### config.mk
export PLATFORM = sky130hd
export DESIGN_NAME = rvmyth_mem_arbiter
export DESIGN_NICKNAME = d
export VERILOG_FILES = /design/src/rtl/rvmyth_pkg.sv /design/src/rtl/rvmyth_starve_ctr.sv /design/src/rtl/rvmyth_mem_arbiter.sv
export SDC_FILE = /design/constraint.sdc
export NUM_CORES = 1
export LEC_CHECK = 0
export CAP_MARGIN = 20
export CORE_AREA = 2 2 94 96
export CTS_BUF_LIST = sky130_fd_sc_hd__clkbuf_8
export DETAILED_ROUTE_END_ITERATION = 8
export DIE_AREA = 0 0 96 98
export SLEW_MARGIN = 40
export SYNTH_ARGS = -nofsm -noshare
export SYNTH_HDL_FRONTEND = slang
export SYNTH_SLANG_ARGS = --single-unit
### constraint.sdc
create_clock -name clk -period 1.9 [get_ports clk]
set_clock_uncertainty 0.2 [all_clocks]
set_input_delay 0.19 -clock clk [delete_from_list [all_inputs] [get_ports clk]]
set_output_delay 0.19 -clock clk [all_outputs]
set_load 0.02 [all_outputs]
### src/rtl/rvmyth_pkg.sv
// Shared types and constants for the rvmyth unified-memory subsystem.
package rvmyth_pkg;

  localparam int XLEN = 32;

  // Which port, if any, owns the read data that arrives from the SRAM this cycle.
  typedef enum logic [1:0] {
    OWN_NONE = 2'd0,
    OWN_IF   = 2'd1,
    OWN_D    = 2'd2
  } rd_owner_t;

endpackage

### src/rtl/rvmyth_starve_ctr.sv
// Saturating counter: clr wins over inc, holds at MAX, at_max flags the ceiling.
// Registered count, no backpressure; reusable wherever a master needs a starvation bound.
module rvmyth_starve_ctr #(
  parameter int MAX   = 3,
  parameter int CNT_W = $clog2(MAX + 1)
) (
  input  logic             clk,
  input  logic             rst_n,
  input  logic             inc,
  input  logic             clr,
  output logic [CNT_W-1:0] count,
  output logic             at_max
);

  localparam logic [CNT_W-1:0] MAX_V = CNT_W'(MAX);

  logic [CNT_W-1:0] count_q;
  logic [CNT_W-1:0] count_d;

  always_comb begin
    count_d = count_q;
    if (clr) begin
      count_d = '0;
    end else if (inc && (count_q != MAX_V)) begin
      count_d = count_q + CNT_W'(1);
    end
  end

  always_ff @(posedge clk) begin
    if (!rst_n) begin
      count_q <= '0;
    end else begin
      count_q <= count_d;
    end
  end

  assign count  = count_q;
  assign at_max = (count_q == MAX_V);

endmodule

### src/rtl/rvmyth_mem_arbiter.sv
// Arbitrates fetch and data ports onto one single-port SRAM; grant is same-cycle combinational,
// read data returns one cycle after the grant edge, and the losing port simply holds its request.
module rvmyth_mem_arbiter
  import rvmyth_pkg::*;
#(
  parameter int ADDR_W     = 10,
  parameter int STARVE_MAX = 3
) (
  input  logic              clk,
  input  logic              rst_n,
  input  logic              if_req,
  input  logic [XLEN-1:0]   if_addr,
  output logic              if_gnt,
  output logic              if_rvalid,
  output logic [XLEN-1:0]   if_rdata,
  input  logic              d_req,
  input  logic              d_we,
  input  logic [XLEN-1:0]   d_addr,
  input  logic [XLEN-1:0]   d_wdata,
  output logic              d_gnt,
  output logic              d_rvalid,
  output logic [XLEN-1:0]   d_rdata,
  output logic              mem_en,
  output logic              mem_we,
  output logic [ADDR_W-1:0] mem_addr,
  output logic [XLEN-1:0]   mem_wdata,
  input  logic [XLEN-1:0]   mem_rdata
);

  localparam int CNT_W = $clog2(STARVE_MAX + 1);

  rd_owner_t         rd_owner_q;
  rd_owner_t         rd_owner_d;
  logic              fetch_wins;
  logic              if_gnt_c;
  logic              d_gnt_c;
  logic              starve_inc;
  logic              starve_clr;
  logic              starve_at_max;
  logic [CNT_W-1:0]  starve_cnt;
  logic [ADDR_W-1:0] if_waddr;
  logic [ADDR_W-1:0] d_waddr;
  logic              owner_if;
  logic              owner_d;
  logic              unused_ok;

  // Byte offset and high bits are dropped so addresses wrap modulo the array size.
  assign if_waddr = if_addr[ADDR_W+1:2];
  assign d_waddr  = d_addr[ADDR_W+1:2];

  // Data normally wins (older instruction in MEM); fetch is forced through once starved.
  always_comb begin
    fetch_wins = if_req & (~d_req | starve_at_max);
    if_gnt_c   = rst_n & fetch_wins;
    d_gnt_c    = rst_n & d_req & ~fetch_wins;
  end

  assign starve_inc = d_gnt_c & if_req;
  assign starve_clr = if_gnt_c | ~if_req;

  rvmyth_starve_ctr #(
    .MAX   (STARVE_MAX),
    .CNT_W (CNT_W)
  ) u_starve (
    .clk    (clk),
    .rst_n  (rst_n),
    .inc    (starve_inc),
    .clr    (starve_clr),
    .count  (starve_cnt),
    .at_max (starve_at_max)
  );

  always_comb begin
    mem_en    = 1'b0;
    mem_we    = 1'b0;
    mem_addr  = '0;
    mem_wdata = '0;
    if (if_gnt_c) begin
      mem_en   = 1'b1;
      mem_addr = if_waddr;
    end else if (d_gnt_c) begin
      mem_en    = 1'b1;
      mem_we    = d_we;
      mem_addr  = d_waddr;
      mem_wdata = d_wdata;
    end
  end

  assign if_gnt = if_gnt_c;
  assign d_gnt  = d_gnt_c;

  always_comb begin
    rd_owner_d = OWN_NONE;
    if (if_gnt_c) begin
      rd_owner_d = OWN_IF;
    end else if (d_gnt_c && !d_we) begin
      rd_owner_d = OWN_D;
    end
  end

  always_ff @(posedge clk) begin
    if (!rst_n) begin
      rd_owner_q <= OWN_NONE;
    end else begin
      rd_owner_q <= rd_owner_d;
    end
  end

  // Gating with rst_n drops a read that was in flight when reset arrived.
  assign owner_if = rst_n & (rd_owner_q == OWN_IF);
  assign owner_d  = rst_n & (rd_owner_q == OWN_D);

  assign if_rvalid = owner_if;
  assign d_rvalid  = owner_d;
  assign if_rdata  = owner_if ? mem_rdata : '0;
  assign d_rdata   = owner_d  ? mem_rdata : '0;

  assign unused_ok = ^{if_addr[XLEN-1:ADDR_W+2], if_addr[1:0],
                       d_addr[XLEN-1:ADDR_W+2], d_addr[1:0], starve_cnt};

endmodule
==> results of run 1 <==
repair_timing:
action | CTS | global route
endpoints found under the setup margin | 112 | 84
endpoints found under the hold margin | 0 | 0
buffers inserted | 3 | 0
resized for setup | 247 | 80
cloned | 3 | 0
pin swaps | 2 | 1
kinds of logic after synthesis:
logic type	after synthesis	synth area share, %
and+or+nand+nor	128	75.54
adders and majority gates	1	1.274
AOI/OAI and AO/OA	13	8.279
buffers and inverters	15	6.751
DFF	4	8.153
cells in the final DEF (no fill, tap or decap), drive strengths merged:
| cell type | instances |
|---|---|
| clkbuf | 35 |
| nor2 | 3 |
| dfxtp | 4 |
| nor4 | 1 |
| o21ai | 1 |
| o22ai | 10 |
| ha | 1 |
| clkdlybuf4s50 | 85 |
| nor2b | 1 |
| nor3b | 1 |
| clkdlybuf4s15 | 19 |
| dlygate4sd2 | 28 |
| a21oi | 2 |
| inv | 3 |
| dlymetal6s2s | 1 |
| nand2 | 24 |
| and2 | 97 |
| buf | 51 |
| nor4b | 1 |
tightest hold or removal path: stages:
cell            delay [ns]
dlymetal6s2s_1        0.18
inv_1                 0.10
buf_4                 0.11
nor4_1                0.04
worst min path at each step:
stage / startpoint / to / depth (start not counted) / slack (ns)
floorplan: d_we / rd_owner_q[1]$_SDFF_PP0_ / 1 / 0.06
global placement: u_starve.count[0]$_SDFFE_PP0P_ / u_starve.count[0]$_SDFFE_PP0P_ / 1 / 0.21
detailed placement: u_starve.count[0]$_SDFFE_PP0P_ / u_starve.count[0]$_SDFFE_PP0P_ / 1 / 0.22
CTS: u_starve.count[0]$_SDFFE_PP0P_ / u_starve.count[0]$_SDFFE_PP0P_ / 1 / 0.23
global route: if_req / u_starve.count[0]$_SDFFE_PP0P_ / 4 / 0.28
finish: if_req / u_starve.count[0]$_SDFFE_PP0P_ / 4 / 0.25
Yosys cell counts:
library cell	n	share of area, %
and2_1	97	62
nand2_1	24	9.2
o22ai_1	10	6.4
buf_2	6	3.1
clkbuf_1	4	1.5
dfxtp_1	4	8.2
nor2_1	3	1.1
clkbuf_2	2	1.0
inv_1	2	0.76
a21oi_1	1	0.51
a21oi_2	1	0.89
ha_1	1	1.3
inv_2	1	0.38
nor2b_1	1	0.64
nor3b_2	1	1.3
nor4_1	1	0.64
nor4b_1	1	0.89
o21ai_0	1	0.51
sequential cells by signal, summed over array words and instances (netlist names):
register        cells
u_starve.count      2
rd_owner_q          2
routing by layer:
layer	vias up	global-route usage [%]	routed length [um]
li1	922	-	-
met4	0	2.308	18
met3	2	4.244	733
met2	107	21.96	2995
met5	-	0	0
met1	750	10.96	1946
cell type report:
class / instances / area share, %
Clock buffer: 3 / 1.364
Inverter: 3 / 0.3719
Multi-Input combinational cell: 142 / 29.05
Sequential cell: 4 / 2.645
Tap cell: 108 / 4.463
Timing Repair Buffer: 216 / 62.11
where the power goes:
part	switching [mW]	internal [mW]
sequential	0.00240	0.0875
clock	0.0394	0.135
combinational	0.204	0.288
total	0.246	0.511
==> key figures, run 1 <==
Run status
  • Outcome: finished clean

Logic synthesis
  • Seq/Total Area, Yosys: 8.153%
  • Synth Instances: around 160
  • Mapped Area: roughly 980 um^2
  • Syn nets: between 200 and 300
  • Syn. warnings: 0
  • Yosys cell types: 18
  • Average size of a mapped cell: between 6 and 7 um^2
  • Synthesis-stage register bit count: 4

Global route
  • Number of global-route vias before repair: 1,680
  • Antenna violations before repair: 0
  • Largest net degree at the start of global routing: 34
  • GRT Overall Usage: ~11%
  • Grt ovf: 0
  • Global-route wire length before repair: between 8000 and 9000 um

STA
  • Min Tclk post-route: 1.839 ns
  • Final hold violations: 0
  • Total negative slack: 0 ns
  • Final period utilization: a little over nine tenths
  • Final setup viols: 0
  • Slew Viols, Final: 0
  • Relative slew slack: between 80% and 90%
  • RSZ-0062 raised after global routing: no
  • Final setup margin: just over 0.06 ns
  • Worst-margin pin slew: between 0.2 and 0.25 ns
  • Fin Hold WS: around 0.25 ns
  • Fmax: between 500 and 600 MHz

Routing
  • Post-route ant nets: 0
  • DR vias: about 1,800
  • Final WL: ~5700 um
  • DR pass1 iterations: 4
  • Vias per cell: about 3.7
  • DR DRC count: 0
  • Drt initial violations: 17
  • DR WL/cell: roughly 12 um

Finish
  • Nets: about 500
  • Ant diodes: 0
  • Final Non-Filler Cells: roughly 480
  • Area delta synth->final: 208.3%
  • Reg area: 80.08 um^2
  • Fill cells: roughly 900
  • Fraction of layout instances using a drive strength above 1: ~28%
  • Fin area: slightly above 0.003 mm^2
  • Layout Utilization: between 30% and 40%
  • Multi-input gate area: 879.6 um^2

Flow run
  • Max cap viols: 0

Worst setup path
  • CP Data Arrival Time: 1.45 ns
  • Critical path buffers and inverters: 2
  • Crit path launch type: register
  • Worst r2r src: u_starve.count[0]$_SDFFE_PP0P_
  • Critical-path cell list: nand2_1, nor2_2, buf_12, and2_1, dlygate4sd2_1
  • Total stage count of the critical path: 5
  • R2R Setup Slk: about 0.55 ns
  • FF-to-FF path depth: 5
  • Setup crit end kind: primary output
  • CP startpoint: rd_owner_q[0]$_SDFF_PN0_
  • Critical Path End: if_rdata[24]
  • Crit-path max FO: 33
  • Crit path kind: reg -> out
  • R2R Path End: rd_owner_q[1]$_SDFF_PP0_
  • Worst EP required: between 1.5 and 2 ns
  • Cell family with most CP delay: buffers and inverters
  • Critical-path top delay cell: dfxtp_1
  • Critical Path Max Stage Delay: 0.36 ns

Clock network
  • Cts bufs inserted: 3
  • Deepest clock path buffer count: 2
  • Clk sinks: 4
  • CTS tree: done
  • Clock latency on the worst-skew pair: 0.21 ns
  • Clk root buf: clkbuf_8
  • Hold-fix buffers, CTS: 0
  • H-tree depth: 1
  • Clock transition at path regs: 0.03 ns

Floorplan
  • Die Area: ~0.0094 mm^2
  • Row count: 34
  • IO Pins: around 250
  • Die H: 98 um
  • Die width: 96 um
  • Core box area: 0.008466 mm^2
  • Initial cell density of the core: around 12%

Power
  • Peak VDD IR: approximately 0.14 mV
  • Cell Pwr Density: 249.8 mW/mm^2
  • Leakage: ~1.5 nW
  • Tot Pwr: 756.5 uW

Place
  • Placed Cells: 467
  • Gpl congestion: around 0.74
  • Hpwl dp: around 4600 um
  • # port buffers: 200
  • Dpl ws: -0.4960 ns
  • Post-placement cell area: between 0.003 and 0.004 mm^2

Worst hold path
  • HP Class: in -> reg
Power figures use the tool's default switching activity.
==> run 2, diff against run 1 <==
--- a/config.mk
+++ b/config.mk
@@ -5,11 +5,13 @@
 export SDC_FILE = /design/constraint.sdc
 export NUM_CORES = 1
 export LEC_CHECK = 0
+export ABC_AREA = 1
 export CAP_MARGIN = 20
-export CORE_AREA = 2 2 94 96
+export CORE_AREA = 2 2 95 97
 export CTS_BUF_LIST = sky130_fd_sc_hd__clkbuf_8
+export CTS_CLUSTER_SIZE = 40
 export DETAILED_ROUTE_END_ITERATION = 8
-export DIE_AREA = 0 0 96 98
+export DIE_AREA = 0 0 97 99
 export SLEW_MARGIN = 40
 export SYNTH_ARGS = -nofsm -noshare
 export SYNTH_HDL_FRONTEND = slang
==> run 2 against run 1 <==
Combinational power is 2% higher. Global-route usage increased by 0.46 points. Worst setup slack better by 0.0095 ns. First-iteration DRC count is 53% higher. Critical path type unchanged. Largest cell class unchanged.
==> key figures, run 2 <==
Floorplan
  • Die width: 97 um (+1.0%)
  • Die Area: 0.009603 mm^2 (+2.1%)
  • Die H: 99 um (+1.0%)
  • Initial cell density of the core: 12.32% (+0.72 points)
  • IO Pins: 245 (unchanged)
  • Row count: 34 (unchanged)
  • Core box area: 0.008551 mm^2 (+1.0%)

Routing
  • DR vias: 2,073 (+16%)
  • Drt initial violations: 26 (+9)
  • DR pass1 iterations: 4 (unchanged)
  • Final WL: 6063 um (+6.5%)
  • DR DRC count: 0 (unchanged)
  • Vias per cell: 3.811 (+1.8%)
  • DR WL/cell: 11.15 um (-6.8%)
  • Post-route ant nets: 0 (unchanged)

Worst setup path
  • Cell family with most CP delay: simple AND/OR/NAND/NOR gates
  • Critical Path Max Stage Delay: 0.33 ns (-0.03 ns)
  • Worst EP required: 1.51 ns (about the same)
  • Critical-path top delay cell: dfxtp_1
  • Crit-path max FO: 17 (-48%)
  • Crit path kind: reg -> out
  • Critical-path cell list: ha_4, nand2_4, nand2_8, nor2_1, dlygate4sd2_1
  • Setup crit end kind: primary output
  • Crit path launch type: register
  • Critical path buffers and inverters: 1 (-1)
  • CP Data Arrival Time: 1.44 ns (about the same)

Logic synthesis
  • Main combinational cell family by area after synthesis: simple AND/OR/NAND/NOR gates
  • Syn nets: 366 (+24%)
  • Most common cell in the netlist: nor2_1
  • Post-synth EDFFs: 0 (unchanged)
  • Synth top area share: 33.49% (-28 points)
  • Synth Area in Adders: 1.188% (-0.086 points)
  • Synth area leaders: nor2_1, inv_1, nand3_1
  • Synth Area in XOR/XNOR: 0% (unchanged)
  • Synth Instances: 232 (+44%)
  • Syn. warnings: 0 (unchanged)
  • Top FF cell, synth: dfxtp_1
  • Seq/Total Area, Yosys: 7.601% (-0.55 points)
  • Mapped Area: 0.001054 mm^2 (+7.3%)
  • Post-synthesis simple-gate area fraction: 54.39% (-21 points)
  • Area leader, netlist: nor2_1
  • Mux contribution to synthesized area: 0% (unchanged)
  • Complex-gate fraction of the synthesized area: 0.9501% (-7.3 points)
  • Synth top cells by count: nor2_1, inv_1, nand3_1
  • Async SR Flop Fraction: 0% (unchanged)
  • Synthesis-stage register bit count: 4 (unchanged)
  • Yosys cell types: 16 (-2)
  • Average size of a mapped cell: 4.541 um^2 (-26%)

Global route
  • Number of global-route vias before repair: 2,037 (+21%)
  • Largest net degree at the start of global routing: 34 (unchanged)
  • GRT Overall Usage: 11.74% (+0.46 points)
  • Antenna violations before repair: 0 (unchanged)
  • Global-route wire length before repair: 9411 um (+12%)
  • Grt ovf: 0 (unchanged)

Finish
  • Layout Utilization: 37.88% (+2.1 points)
  • Leading cell type in the layout, fill and taps excluded: nor2_1
  • Ant diodes: 0 (unchanged)
  • Area delta synth->final: 207.5%
  • Fraction of layout instances using a drive strength above 1: 16.28% (-12 points)
  • Commonest non-fill, non-tap cells in the layout: nor2_1, clkdlybuf4s50_1, inv_1, dlygate4sd2_1, clkdlybuf4s15_2
  • Nets: 572 (+13%)
  • Fin area: 0.003239 mm^2 (+7.0%)

Power
  • Sw frac: 35.65% (+3.1 points)
  • Clock Power Share: 23.0% (about the same)
  • Leakage: 1.937 nW (+26%)
  • Peak VDD IR: 0.08152 mV (-42%)
  • Cell Pwr Density: 238.1 mW/mm^2 (-4.7%)
  • Cell internal pwr: 496.4 uW (-2.8%)
  • Sw power: 275.0 uW (+12%)
  • Power share of the sequential group: 11.6% (-0.3 points)
  • Gate power share: 65.4% (+0.3 points)

Flow run
  • Max cap viols: 0 (unchanged)

STA
  • Slew Viols, Final: 0 (unchanged)
  • Fmax: 546.5 MHz (+0.52%)
  • Final setup viols: 0 (unchanged)
  • Relative slew slack: 84.22% (-0.73 points)
  • Final hold violations: 0 (unchanged)
  • Min Tclk post-route: 1.830 ns (-0.009466 ns)
  • RSZ-0062 raised after global routing: no
  • Fin Hold WS: 0.2834 ns (+0.03291 ns)
  • Total negative slack: 0 ns (unchanged)
  • Final period utilization: 96.31% (-0.50 points)
  • Worst-margin pin slew: 0.2376 ns (+0.01500 ns)

Run status
  • Outcome: finished clean

Place
  • Hpwl dp: 4816 um (+5.8%)
  • Gpl congestion: 0.8066 (+9.3%)
  • Post-placement cell area: 0.003178 mm^2 (about the same)
  • # port buffers: 200 (unchanged)

Clock network
  • Clock transition at path regs: 0.03 ns (about the same)
  • Clk root buf: clkbuf_8
  • Clock latency on the worst-skew pair: 0.22 ns (about the same)
  • Cts bufs inserted: 3 (unchanged)
  • Hold-fix buffers, CTS: 0 (unchanged)
  • CTS tree: done
  • Clk sinks: 4 (unchanged)
  • Deepest clock path buffer count: 2 (unchanged)
  • H-tree depth: 1 (unchanged)

Worst hold path
  • HP Class: reg -> reg
-- run 2: cell types whose count changed after synthesis, moves of 2 or more --
cell      before  now
nand3_1        0   21
buf_6          0    6
clkbuf_2       2    0
nor2_1         3   94
nand2_1       24   15
clkbuf_1       4    0
and2_1        97    0
o22ai_1       10    0
nor3_1         0    2
inv_1          2   72
nor2_2         0    5
-- run 2: cells by family after synthesis --
logic type                 count (synthesis)
buffers and inverters                     86
DFF                                        4
AOI/OAI and AO/OA                          2
and+or+nand+nor                          139
adders and majority gates                  1
-- run 2: worst paths after layout --
kind / startpoint / cells past startpoint / slack, ns / to
worst max register to register: u_starve.count[0]$_SDFFE_PP0P_ / 5 / 0.62 / u_starve.count[0]$_SDFFE_PP0P_
worst min-delay path: u_starve.count[0]$_SDFFE_PP0P_ / 1 / 0.28 / u_starve.count[0]$_SDFFE_PP0P_
worst min register to register: u_starve.count[0]$_SDFFE_PP0P_ / 1 / 0.28 / u_starve.count[0]$_SDFFE_PP0P_
worst max-delay path: u_starve.count[0]$_SDFFE_PP0P_ / 5 / 0.07 / mem_wdata[24]
-- run 2: per-stage QoR --
step	power, mW	worst slack, ns	cells
finish	0.7714	0.07010	544
floorplan	0.2890	0.4041	232
global route	0.8219	0.001490	544
global placement	0.6143	-0.4330	538
detailed placement	0.6194	-0.4327	538
CTS	0.7780	0.003507	544
-- run 2: area by class of cell --
cell class | instances | area, um^2
multi-input cells | 143 | 656.9
fillers | 945 | 5311
repair buffers | 212 | 2039
inverters | 74 | 286.5
well taps | 108 | 135.1
flip-flops and latches | 4 | 80.08
clock buffers | 3 | 41.29
-- run 2: layer usage --
layer	global-route usage (%)	share of wire [%]
met1	12.44	39
met2	23.29	51
met3	2.482	9.1
met4	3.142	0.84
met5	0	0
-- run 2: power groups by stage --
| stage | sequential (mW) | combinational [mW] | clock (mW) |
|---|---|---|---|
| final | 0.0894 | 0.504 | 0.177 |
| after global routing | 0.0898 | 0.544 | 0.188 |
| after CTS | 0.0890 | 0.507 | 0.182 |
| after detailed placement | 0.0901 | 0.529 | 0 |
| after global placement | 0.0901 | 0.524 | 0 |
| after floorplan | 0.0898 | 0.199 | 0 |
-- run 2: repair_timing --
item,in CTS,in global routing
cloned,2,0
pin swaps,1,2
setup buffers,1,0
resized for setup,214,6
endpoints found under the setup margin,112,38
==> run 3, diff against run 2 <==
--- a/config.mk
+++ b/config.mk
@@ -7,11 +7,14 @@
 export LEC_CHECK = 0
 export ABC_AREA = 1
 export CAP_MARGIN = 20
-export CORE_AREA = 2 2 95 97
+export CORE_AREA = 2 2 94 96
 export CTS_BUF_LIST = sky130_fd_sc_hd__clkbuf_8
 export CTS_CLUSTER_SIZE = 40
 export DETAILED_ROUTE_END_ITERATION = 8
-export DIE_AREA = 0 0 97 99
+export DIE_AREA = 0 0 96 98
+export DONT_BUFFER_PORTS = 1
+export HOLD_SLACK_MARGIN = 0.06
+export SETUP_SLACK_MARGIN = 0.3
 export SLEW_MARGIN = 40
 export SYNTH_ARGS = -nofsm -noshare
 export SYNTH_HDL_FRONTEND = slang
==> run 3 against run 2 <==
Sequential power increased by 1%. Largest cell class unchanged. Utilization up 0.62 points. Non-clock buffer count fell by 93. First-iteration DRC count grew 27%. Flip-flop and latch count stayed put. Largest power group unchanged. Register-to-register slack worse by 0.31 ns. Clock-buffer cell count unchanged.
==> key figures, run 3 (synthesis results as in run 2) <==
Run status
  • Outcome: finished clean

Routing
  • Post-route ant nets: 0 (unchanged)
  • DR vias: 1,871 (-9.7%)
  • Final WL: 6491 um (+7.1%)
  • DR pass1 iterations: 4 (unchanged)
  • Drt initial violations: 33 (+27%)
  • DR DRC count: 0 (unchanged)
  • DR WL/cell: 14.30 um (+28%)
  • Vias per cell: 4.121 (+8.1%)

Place
  • Placed Cells: 424 (-21%)
  • Hpwl dp: 3244 um (-33%)
  • # port buffers: 0 (-100%)
  • Gpl congestion: 0.7563 (-6.2%)
  • Dpl ws: 0.3156 ns (+0.7483 ns)

Worst setup path
  • Crit-path max FO: 8 (-9)
  • Crit path kind: reg -> out
  • Setup crit end kind: primary output
  • Worst r2r src: u_starve.count[0]$_SDFFE_PP0P_
  • Worst EP required: 1.51 ns (about the same)
  • CP startpoint: rd_owner_q[0]$_SDFF_PN0_
  • R2R Path End: rd_owner_q[0]$_SDFF_PN0_
  • CP Data Arrival Time: 1.28 ns (-0.16 ns)
  • R2R Setup Slk: 0.31 ns (-0.31 ns)
  • Crit path launch type: register
  • FF-to-FF path depth: 4 (-1)

Finish
  • Leading cell type in the layout, fill and taps excluded: nor2_4
  • Nets: 482 (-16%)
  • Fill cells: 802 (-15%)
  • Fraction of layout instances using a drive strength above 1: 68.50% (+52 points)
  • Final Non-Filler Cells: 454 (-17%)
  • Commonest non-fill, non-tap cells in the layout: nor2_4, buf_6, inv_1
  • Ant diodes: 0 (unchanged)
  • Area delta synth->final: 209.4%

Clock network
  • Clock latency on the worst-skew pair: 0.22 ns (about the same)
  • Clk root buf: clkbuf_8
  • CTS tree: done
  • H-tree depth: 1 (unchanged)
  • Clk sinks: 4 (unchanged)
  • Clock transition at path regs: 0.03 ns (about the same)
  • Deepest clock path buffer count: 2 (unchanged)
  • Cts bufs inserted: 3 (unchanged)

Power
  • Sw power: 351.7 uW (+28%)
  • Cell internal pwr: 405.2 uW (-18%)
  • Tot Pwr: 756.9 uW (-1.9%)
  • Gate power share: 64.4% (-1.0 points)
  • Clock Power Share: 23.6% (+0.6 points)
  • Sw frac: 46.46% (+11 points)
  • Power share of the sequential group: 11.9% (+0.3 points)
  • Peak VDD IR: 0.1913 mV (+130%)
  • Cell Pwr Density: 232.2 mW/mm^2 (-2.5%)
  • Leakage: 1.561 nW (-19%)

Worst hold path
  • Hold endpoint: u_starve.count[0]$_SDFFE_PP0P_
  • Hold Path Stages: 1 (unchanged)
  • Hold path start: u_starve.count[0]$_SDFFE_PP0P_
  • HP Class: reg -> reg

Floorplan
  • Core box area: 0.008466 mm^2 (-1.0%)
  • IO Pins: 245 (unchanged)
  • Die H: 98 um (-1.0%)
  • Die width: 96 um (-1.0%)
  • Row count: 34 (unchanged)
  • Initial cell density of the core: 12.44% (+0.12 points)
  • Die Area: 0.009408 mm^2 (-2.0%)

STA
  • Worst-margin pin slew: 0.4811 ns (+0.2435 ns)
  • Slew Viols, Final: 0 (unchanged)
  • Fmax: 598.7 MHz (+9.6%)
  • Final setup viols: 0 (unchanged)
  • Relative slew slack: 67.88% (-16 points)
  • Final period utilization: 87.91% (-8.4 points)
  • RSZ-0062 raised after global routing: yes
  • Final setup margin: 0.2298 ns (+0.1597 ns)
  • Fin Hold WS: 0.2377 ns (-0.04568 ns)
  • Min Tclk post-route: 1.670 ns (-0.1597 ns)
  • Total negative slack: 0 ns (unchanged)
  • Final hold violations: 0 (unchanged)

Global route
  • GRT Overall Usage: 8.495% (-3.2 points)
  • Global-route wire length before repair: 6320 um (-33%)
  • Grt ovf: 0 (unchanged)
  • Number of global-route vias before repair: 1,390 (-32%)
  • Antenna violations before repair: 0 (unchanged)
  • Largest net degree at the start of global routing: 34 (unchanged)

Flow run
  • Max cap viols: 0 (unchanged)
==> run 3: worst max-delay path by stage <==
stage                    endpoint  cells after the start  slack (ns)
detailed placement   mem_wdata[1]                      5        0.32
floorplan           mem_wdata[16]                      5        0.40
finish                 d_rdata[6]                      5        0.23
global route        mem_wdata[15]                      6        0.18
global placement     mem_wdata[1]                      5        0.30
CTS                 mem_wdata[23]                      6        0.21
==> run 3: worst max-delay path: stages (launching register included) <==
cell and delay, ns:
dfxtp_4 0.36, inv_2 0.07, nand3_4 0.16, clkbuf_16 0.24, nor2_4 0.11, buf_6 0.12
==> run 3: final cells by class <==
type | instances | area, um^2 | share of cell area, %
inverter | 74 | 277.8 | 8.522
timing repair buffer | 119 | 1359 | 41.69
multi-input combinational | 146 | 1358 | 41.65
clock buffer | 3 | 41.29 | 1.267
sequential | 4 | 88.84 | 2.726
tap | 108 | 135.1 | 4.146
==> run 3: through the flow <==
step | cell area, um^2 | util [%]
2_1_floorplan | 1054 | -
3_3_place_gp | 1822 | 21.52
3_5_place_dp | 1822 | 21.52
4_1_cts | 2201 | 26.00
5_1_grt | 3259 | 38.50
6_report | 3259 | 38.50
==> run 3: per-layer routing <==
metal | GRT usage (%) | vias to the layer above | wire (um)
li1 | - | 878 | -
met1 | 8.155 | 860 | 2225
met2 | 17.36 | 125 | 3698
met3 | 2.006 | 8 | 498
met4 | 1.978 | 0 | 70
met5 | 0 | - | 0
==> run 3: timing repair <==
item | in CTS | in global routing
setup endpoints to repair | 93 | 104
pin swaps | 12 | 5
hold buffers | 4 | 0
hold endpoints to repair | 4 | 0
buffers inserted | 9 | 3
gates cloned | 4 | 7
gates resized for setup | 44 | 238
==> run 3: power by group through the flow <==
stage	Sequential [mW]	Clock, mW	Combinational (mW)
floorplan	0.0898	0	0.199
global placement	0.0900	0	0.279
detailed placement	0.0902	0	0.279
CTS	0.0913	0.182	0.336
global route	0.0906	0.189	0.517
finish	0.0903	0.179	0.488
